<file path="src/rtl/itrx_amba3_ahblite_mux_dec.sv">
// AHB-Lite single-master fabric core: address decoder, registered data-phase
// select, slave response multiplexor and a built-in default slave that
// answers unmapped NONSEQ/SEQ transfers with a two-cycle ERROR and counts them.
module itrx_amba3_ahblite_mux_dec #(
    parameter int          HDATAW    = 64,
    parameter int          NS        = 16,
    parameter int          REGION_W  = 24,
    parameter logic [31:0] BASE_ADDR = 32'h0000_0000,
    parameter int          CNTW      = 16
) (
    input  logic                 hclk,
    input  logic                 hreset,
    input  logic [31:0]          haddr,
    input  logic [1:0]           htrans,
    output logic [NS-1:0]        hsel,
    output logic                 hready,
    output logic                 hresp,
    output logic [HDATAW-1:0]    hrdata,
    input  logic [NS-1:0]        hreadyout_s,
    input  logic [NS-1:0]        hresp_s,
    input  logic [NS*HDATAW-1:0] hrdata_s,
    output logic [CNTW-1:0]      err_cnt,
    input  logic                 err_clr
);

    localparam int IDXW = (NS > 1) ? $clog2(NS) : 1;

    typedef enum logic [1:0] {DS_IDLE, DS_ERR1, DS_ERR2} ds_state_t;

    logic [31:0]     offset;
    logic [31:0]     region;
    logic            mapped;
    logic [IDXW-1:0] idx;
    logic            addr_err;

    logic            dsel_def;
    logic [IDXW-1:0] dsel_idx;

    ds_state_t       state_q;
    ds_state_t       state_d;
    logic            def_ready;
    logic            def_resp;
    logic            err_inc;

    // Address decode; the haddr >= BASE_ADDR guard keeps wrapped offsets unmapped
    always_comb begin
        offset   = haddr - BASE_ADDR;
        region   = offset >> REGION_W;
        mapped   = (haddr >= BASE_ADDR) && (region < 32'(NS));
        idx      = region[IDXW-1:0];
        addr_err = !mapped && (htrans inside {2'b10, 2'b11});
    end

    // One-hot slave select, purely from haddr
    always_comb begin
        hsel = '0;
        for (int unsigned i = 0; i < NS; i++) begin
            if (mapped && (idx == IDXW'(i))) begin
                hsel[i] = 1'b1;
            end
        end
    end

    // Data-phase owner, advanced only when the current data phase completes
    always_ff @(posedge hclk or posedge hreset) begin
        if (hreset) begin
            dsel_def <= 1'b1;
            dsel_idx <= '0;
        end else if (hready) begin
            dsel_def <= !mapped;
            dsel_idx <= mapped ? idx : '0;
        end
    end

    // Default-slave state register
    always_ff @(posedge hclk or posedge hreset) begin
        if (hreset) begin
            state_q <= DS_IDLE;
        end else begin
            state_q <= state_d;
        end
    end

    // Default-slave next state; ERR2 may chain straight into a new ERR1
    always_comb begin
        state_d = DS_IDLE;
        case (state_q)
            DS_IDLE: state_d = (hready && addr_err) ? DS_ERR1 : DS_IDLE;
            DS_ERR1: state_d = DS_ERR2;
            DS_ERR2: state_d = addr_err ? DS_ERR1 : DS_IDLE;
            default: state_d = DS_IDLE;
        endcase
    end

    // Default-slave response outputs
    always_comb begin
        def_ready = 1'b1;
        def_resp  = 1'b0;
        case (state_q)
            DS_ERR1: begin
                def_ready = 1'b0;
                def_resp  = 1'b1;
            end
            DS_ERR2: begin
                def_ready = 1'b1;
                def_resp  = 1'b1;
            end
            default: begin
                def_ready = 1'b1;
                def_resp  = 1'b0;
            end
        endcase
    end

    assign err_inc = (state_d == DS_ERR1) && (state_q != DS_ERR1);

    // Saturating error counter; a clear coincident with a new error leaves 1
    always_ff @(posedge hclk or posedge hreset) begin
        if (hreset) begin
            err_cnt <= '0;
        end else if (err_clr) begin
            err_cnt <= err_inc ? CNTW'(1) : '0;
        end else if (err_inc && (err_cnt != '1)) begin
            err_cnt <= err_cnt + 1'b1;
        end
    end

    // Response mux driven by the registered data-phase owner
    always_comb begin
        hready = def_ready;
        hresp  = def_resp;
        hrdata = '0;
        if (!dsel_def) begin
            for (int unsigned i = 0; i < NS; i++) begin
                if (dsel_idx == IDXW'(i)) begin
                    hready = hreadyout_s[i];
                    hresp  = hresp_s[i];
                    hrdata = hrdata_s[i*HDATAW +: HDATAW];
                end
            end
        end
    end

endmodule

</file>
<file path="config.mk">
export PLATFORM = sky130hd
export DESIGN_NAME = itrx_amba3_ahblite_mux_dec
export DESIGN_NICKNAME = d
export VERILOG_FILES = /design/src/rtl/itrx_amba3_ahblite_mux_dec.sv
export SDC_FILE = /design/constraint.sdc
export NUM_CORES = 1
export LEC_CHECK = 0
export CAP_MARGIN = 20
export CORE_AREA = 2 2 469 471
export DETAILED_ROUTE_END_ITERATION = 10
export DIE_AREA = 0 0 471 473
export SYNTH_ARGS = -nofsm -noshare
export SYNTH_HDL_FRONTEND = slang
export SYNTH_SLANG_ARGS = --single-unit
</file>
<file path="constraint.sdc">
create_clock -name hclk -period 3.6 [get_ports hclk]
set_clock_uncertainty 0.05 [all_clocks]
set_input_delay 1.08 -clock hclk [delete_from_list [all_inputs] [get_ports hclk]]
set_output_delay 1.08 -clock hclk [all_outputs]
set_load 0.02 [all_outputs]
</file>
---- After elaboration in Yosys (flattened, before gate mapping) ----
Cells that the tools add are included.
storage, ports and cells
  word-level logic and storage cells ...... 148
  input bits .............................. 1093
  register bits after elaboration ......... 23
cells by class
  multiplexer cells ....................... 76
  equal/unequal tests ..................... 37
  $add $sub $neg .......................... 1
  order comparisons ....................... 2
  reduce and logical (&&, ||, !) cells .... 28
operators with widths
  operator               number
  $mux 64                17
  $eq 4x4->1 const B     16
  $mux 1                 55
  $eq 4x3->1 const B     8
  $ge 32x1->1 const B    1
  $mux 16                2
  $logic_and 1x1->1      21
  $add 16x1->16 const B  1
  $eq 4x2->1 const B     4
  $ne 16x16->1 const B   1
  $eq 4x1->1 const B     2
  $logic_not 4->1        2
  $lt 8x5->1 const B     1
  $eq 2x2->1 const B     3
  $pmux 2 s3             1
  $eq 2x1->1 const B     2
  $mux 4                 1
  $reduce_bool 2->1      2
  $logic_not 2->1        1
  $ne 2x1->1 const B     1
  $reduce_or 2->1        1
  $logic_not 1->1        1

---- Logic depth before layout (Yosys ltp) ----
  depth after elaboration ................. 27
  mapped depth ............................ 13
  mapped depth without buffers ............ 9

---- Least setup slack after synthesis ----
No wires, ideal clock.
  path type ............................... input to output
  start ................................... in haddr[31]
  end ..................................... out hsel[0]
  required time ........................... 2.470 ns
  slack ................................... -0.133 ns
  buffers on the path ..................... 0
  stages on the path ...................... 3
  data arrival time ....................... 2.603 ns
  cells stage by stage .................... nor4_2 > or3b_2 > nor3_1
between the ends
  cells in the longest elaborated chain, start to end .. 4
RTL lines
  what                                              RTL line  source
  start: declaration                                13        input logic [31:0] haddr,
  $ge 32x1->1 / $lt 8x5->1 (equally long branches)  49        mapped = (haddr >= BASE_ADDR) && (region < 32'(NS));
  $logic_and 1x1->1 (*)                             49
  $logic_and 1x1->1 (*)                             58        if (mapped && (idx == IDXW'(i))) begin
  $mux 1 (*)                                        58
  end: declaration                                  15        output logic [NS-1:0] hsel,
Every way passes the cells marked *; elsewhere a longest branch is shown, timed or not.

---- Worst setup path in the final report ----
  start ................................... reg dsel_idx[2]
  end ..................................... out hrdata[48]
between the ends
  cells in the longest elaborated chain, start to end .. 18
RTL lines
  what                      RTL line  source
  start: declaration        37        logic [IDXW-1:0] dsel_idx;
  start signal: assignment  71        dsel_idx <= mapped ? idx : '0;
  $logic_not 4->1           135       if (dsel_idx == IDXW'(i)) begin
  $mux 64 (15 in a row)     135
  $mux 64 (*)               135
  $mux 64 (*)               133       if (!dsel_def) begin
  end: declaration          18        output logic [HDATAW-1:0] hrdata,
Marks and branches as above.

==> qor.txt <==
Worst Hold Slack - 0.543 ns
#FFs+latches synth - 23
Setup-failing EPs final - 72
Core Region - 0.218 mm2
final RePlAce weighted congestion - 0.947
final cycle utilization of the critical path - 128%
failing checks - max-slew violations, negative setup slack
most frequent CP cell - buf_4
Post-Syn Instances - 1596
Rows - 172
storage element area - 596 um2
worst min-delay path category - reg2reg
fin util - 15.8%
Die Span X - 471 um
Multi-input gate area - 0.0122 mm2
Hold Crit Depth - 2
fill cell total of the finished layout - 24600
Sink Count - 23
Hold-fix buffers, CTS - 0
Cell Chain, Critical Path - buf_6 > and3b_4 > buf_8 > buf_12 > buf_4 > a22o_1 > a22oi_2 > o211ai_1 > a222oi_1 > nor3_1 > buf_4
H-Tree Depth - 1
CP max stage delay - 0.60 ns
layout cell share with drive strength beyond 1 - 35.2%
WL/cell - 40.9 um
ys async rst share - 100%
Top FF cell, synth - dfrtp_1
CTS tree - done
PortBufs - 1165
distinct cell type count after synthesis - 71
DR vias - 23200
number of flops mapped to enable cells by yosys - 0
max-slew violations - 1
io pins - 1191
WS Path Type - reg2out
first-pass GRT wire length - 291000 um
die height - 473 um
vias in the first global route - 22300
Worst Tran Pin Value - 1.61 ns
placed instance count - 5782
power per cell area - 171 mW/mm2
CP Max Fanout - 5
Setup crit end kind - output pin
slew margin rel. - -7.20%
CP required - 2.47 ns
Min Clock Period, post-route - 4.63 ns
Post-Syn Area - 0.0103 mm2
Total Routing Usage GR - 21.0%
Setup TNS - -37.19 ns
Root Driver - clkbuf_16
Pleak - 11.6 nW
Initial Utilization - 4.71%
WP data arrival - 3.50 ns
Skew-Pair Late Insertion Delay - 0.27 ns
number of synthesis warnings - 0
DR iter-0 viols - 1893
fin nets - 4159
largest net degree at the start of global routing - 61
DP Area - 0.0286 mm2
sequential share of the synthesized area - 5.61%
Worst-path clk slew - 0.08 ns
Syn Area/Cell - 6.44 um2
Hold Violations, Final - 0
Max Cap Viol - 0
antenna violations before repair - 315
drt drc - 0
status - finished with violations
Net Count, Synth - 2694
CP max stage cell - a222oi_1
worst r2r path cells - 15
crit start category - register
Non-Filler Instances - 6054
Max VDD drop - 164 uV
post-detail-place hpwl - 215000 um
synth-to-layout area growth - 234%
WL final - 248000 um
CTS Buf Count - 3
Post-DRT Antenna Nets - 0
DR vias/cell - 3.83
Initial DRT Pass Iterations - 6
RSZ-0062 raised after global routing - yes
final instance area - 0.0344 mm2
FMAX - 216 MHz
clock buffer depth - 2
die area - 0.223 mm2
gr ovfl total - 0
final worst slack - -1.03 ns
[worst paths after layout]
path	endpoint	from	slack, ns
min reg2reg	err_cnt[15]	err_cnt[15]	0.54
max reg2reg	err_cnt[1]	dsel_idx[2]	0.03
max in group asynchronous	dsel_idx[0]	hreset	2.01
max	hrdata[48]	dsel_idx[2]	-1.03
min in group asynchronous	err_cnt[0]	hreset	1.16
min	err_cnt[15]	err_cnt[15]	0.54
[what timing repair did]
action / in CTS / in global routing
endpoints found under the hold margin: 0 / 0
endpoints found under the setup margin: 98 / 85
gates resized for setup: 745 / 270
setup buffers: 83 / 78
gates cloned: 10 / 2
pin swaps: 177 / 140
[cell type report]
| type | instances | share of cell area (%) |
|---|---|---|
| repair buffers | 1634 | 51.1 |
| multi-input cells | 1381 | 35.4 |
| well taps | 2871 | 10.4 |
| flip-flops and latches | 23 | 1.73 |
| diodes | 123 | 0.895 |
| clock buffers | 3 | 0.218 |
| inverters | 18 | 0.218 |
| clock inverters | 1 | 0.0218 |
[placed cells by master, fill, tap and decap left out, drive strengths merged, types with 6 or more instances in the layout]
master / instances
a211oi: 18
a21oi: 211
a221oi: 61
a222oi: 13
a22o: 24
a22oi: 83
and3: 25
buf: 549
bufbuf: 6
clkbuf: 9
clkdlybuf4s50: 966
dfrtp: 22
diode: 123
dlygate4sd2: 93
dlymetal6s2s: 9
inv: 18
mux2: 22
mux2i: 57
mux4: 35
nand2: 154
nand2b: 7
nand3: 14
nor2: 212
nor2b: 32
nor3: 40
nor4: 34
o211ai: 10
o21a: 12
o21ai: 112
o221ai: 31
o22ai: 72
o31ai: 9
o32ai: 18
or4: 12
[per-stage QoR]
step | power [mW] | worst slack, ns
global placement | 4.72 | -1.61
CTS | 5.67 | -0.876
global route | 6.11 | -0.945
floorplan | 1.55 | 0.00476
finish | 5.90 | -1.03
detailed placement | 4.76 | -1.59
[logic make-up (layout without fill, tap and decap cells)]
family	Yosys count	in the layout	share of synthesized area (%)
muxes	114	114	15.6
DFF	23	23	5.61
and+or+nand+nor	561	561	25.4
adders and majority gates	5	5	0.608
other	0	123	0
AOI/OAI and AO/OA	699	701	44.6
buffers and inverters	194	1656	8.09
[sequential cells by signal, summed over array words and instances (netlist names)]
signal / flops
dsel_def: 1
dsel_idx: 4
err_cnt: 16
state_q: 2
[cell usage after synthesis (3+ instances only)]
master    instances  area, um2
buf_4            12       90.1
or4_1            12       90.1
o221ai_1         31        272
and4_1            3       26.3
mux2_2           21        236
dfrtp_1          22        551
nor2_1          212        796
clkbuf_1        108        405
nor4_1           33        206
or3b_1            3       26.3
a32oi_1           5       43.8
a22oi_1          83        623
nand2b_1          7       43.8
mux4_2           35        788
a22o_1           24        210
buf_1            14       52.6
a21oi_1         211       1060
o31ai_1           9       67.6
o211ai_1         10       75.1
a221oi_1         61        534
o21ai_0         108        541
o32ai_1          18        158
a222oi_1         13        130
or2_2             4       25.0
inv_1            17       63.8
o22ai_1          72        450
a211oi_1         17        128
nor3_1           40        200
and2_1            5       31.3
o21a_1           12       90.1
nand2_1         154        578
and3_1           25        156
nand3_1          14       70.1
nor2b_1          32        200
a31oi_1           5       31.3
buf_2            41        205
o21ai_1           3       15.0
mux2i_1          57        571
ha_1              5       62.6
[routing by layer]
metal,part of all wire [%],wire (um),track usage [%],vias to the layer above
li1,-,-,-,9364
met1,38,93400,24.0,10900
met2,43,107000,32.7,2005
met3,13,33300,10.9,726
met4,5.2,12800,8.66,192
met5,0.52,1300,0.0216,-
[critical path: cells and delay by family, from the launching register on]
| family | cells | cell delay (ns) |
|---|---|---|
| AO/OA/AOI/OAI | 4 | 1.52 |
| buffers and inverters | 5 | 0.76 |
| flip-flops | 1 | 0.57 |
| AND/OR/NAND/NOR | 2 | 0.33 |
[power by group]
part           total (mW)  switching, mW  internal, mW  leakage (nW)
logic                5.28           2.64          2.65          11.2
registers           0.344         0.0583         0.286         0.306
clock network       0.269          0.118         0.152        0.0379
Note: power is estimated with default switching activity, not from simulation.
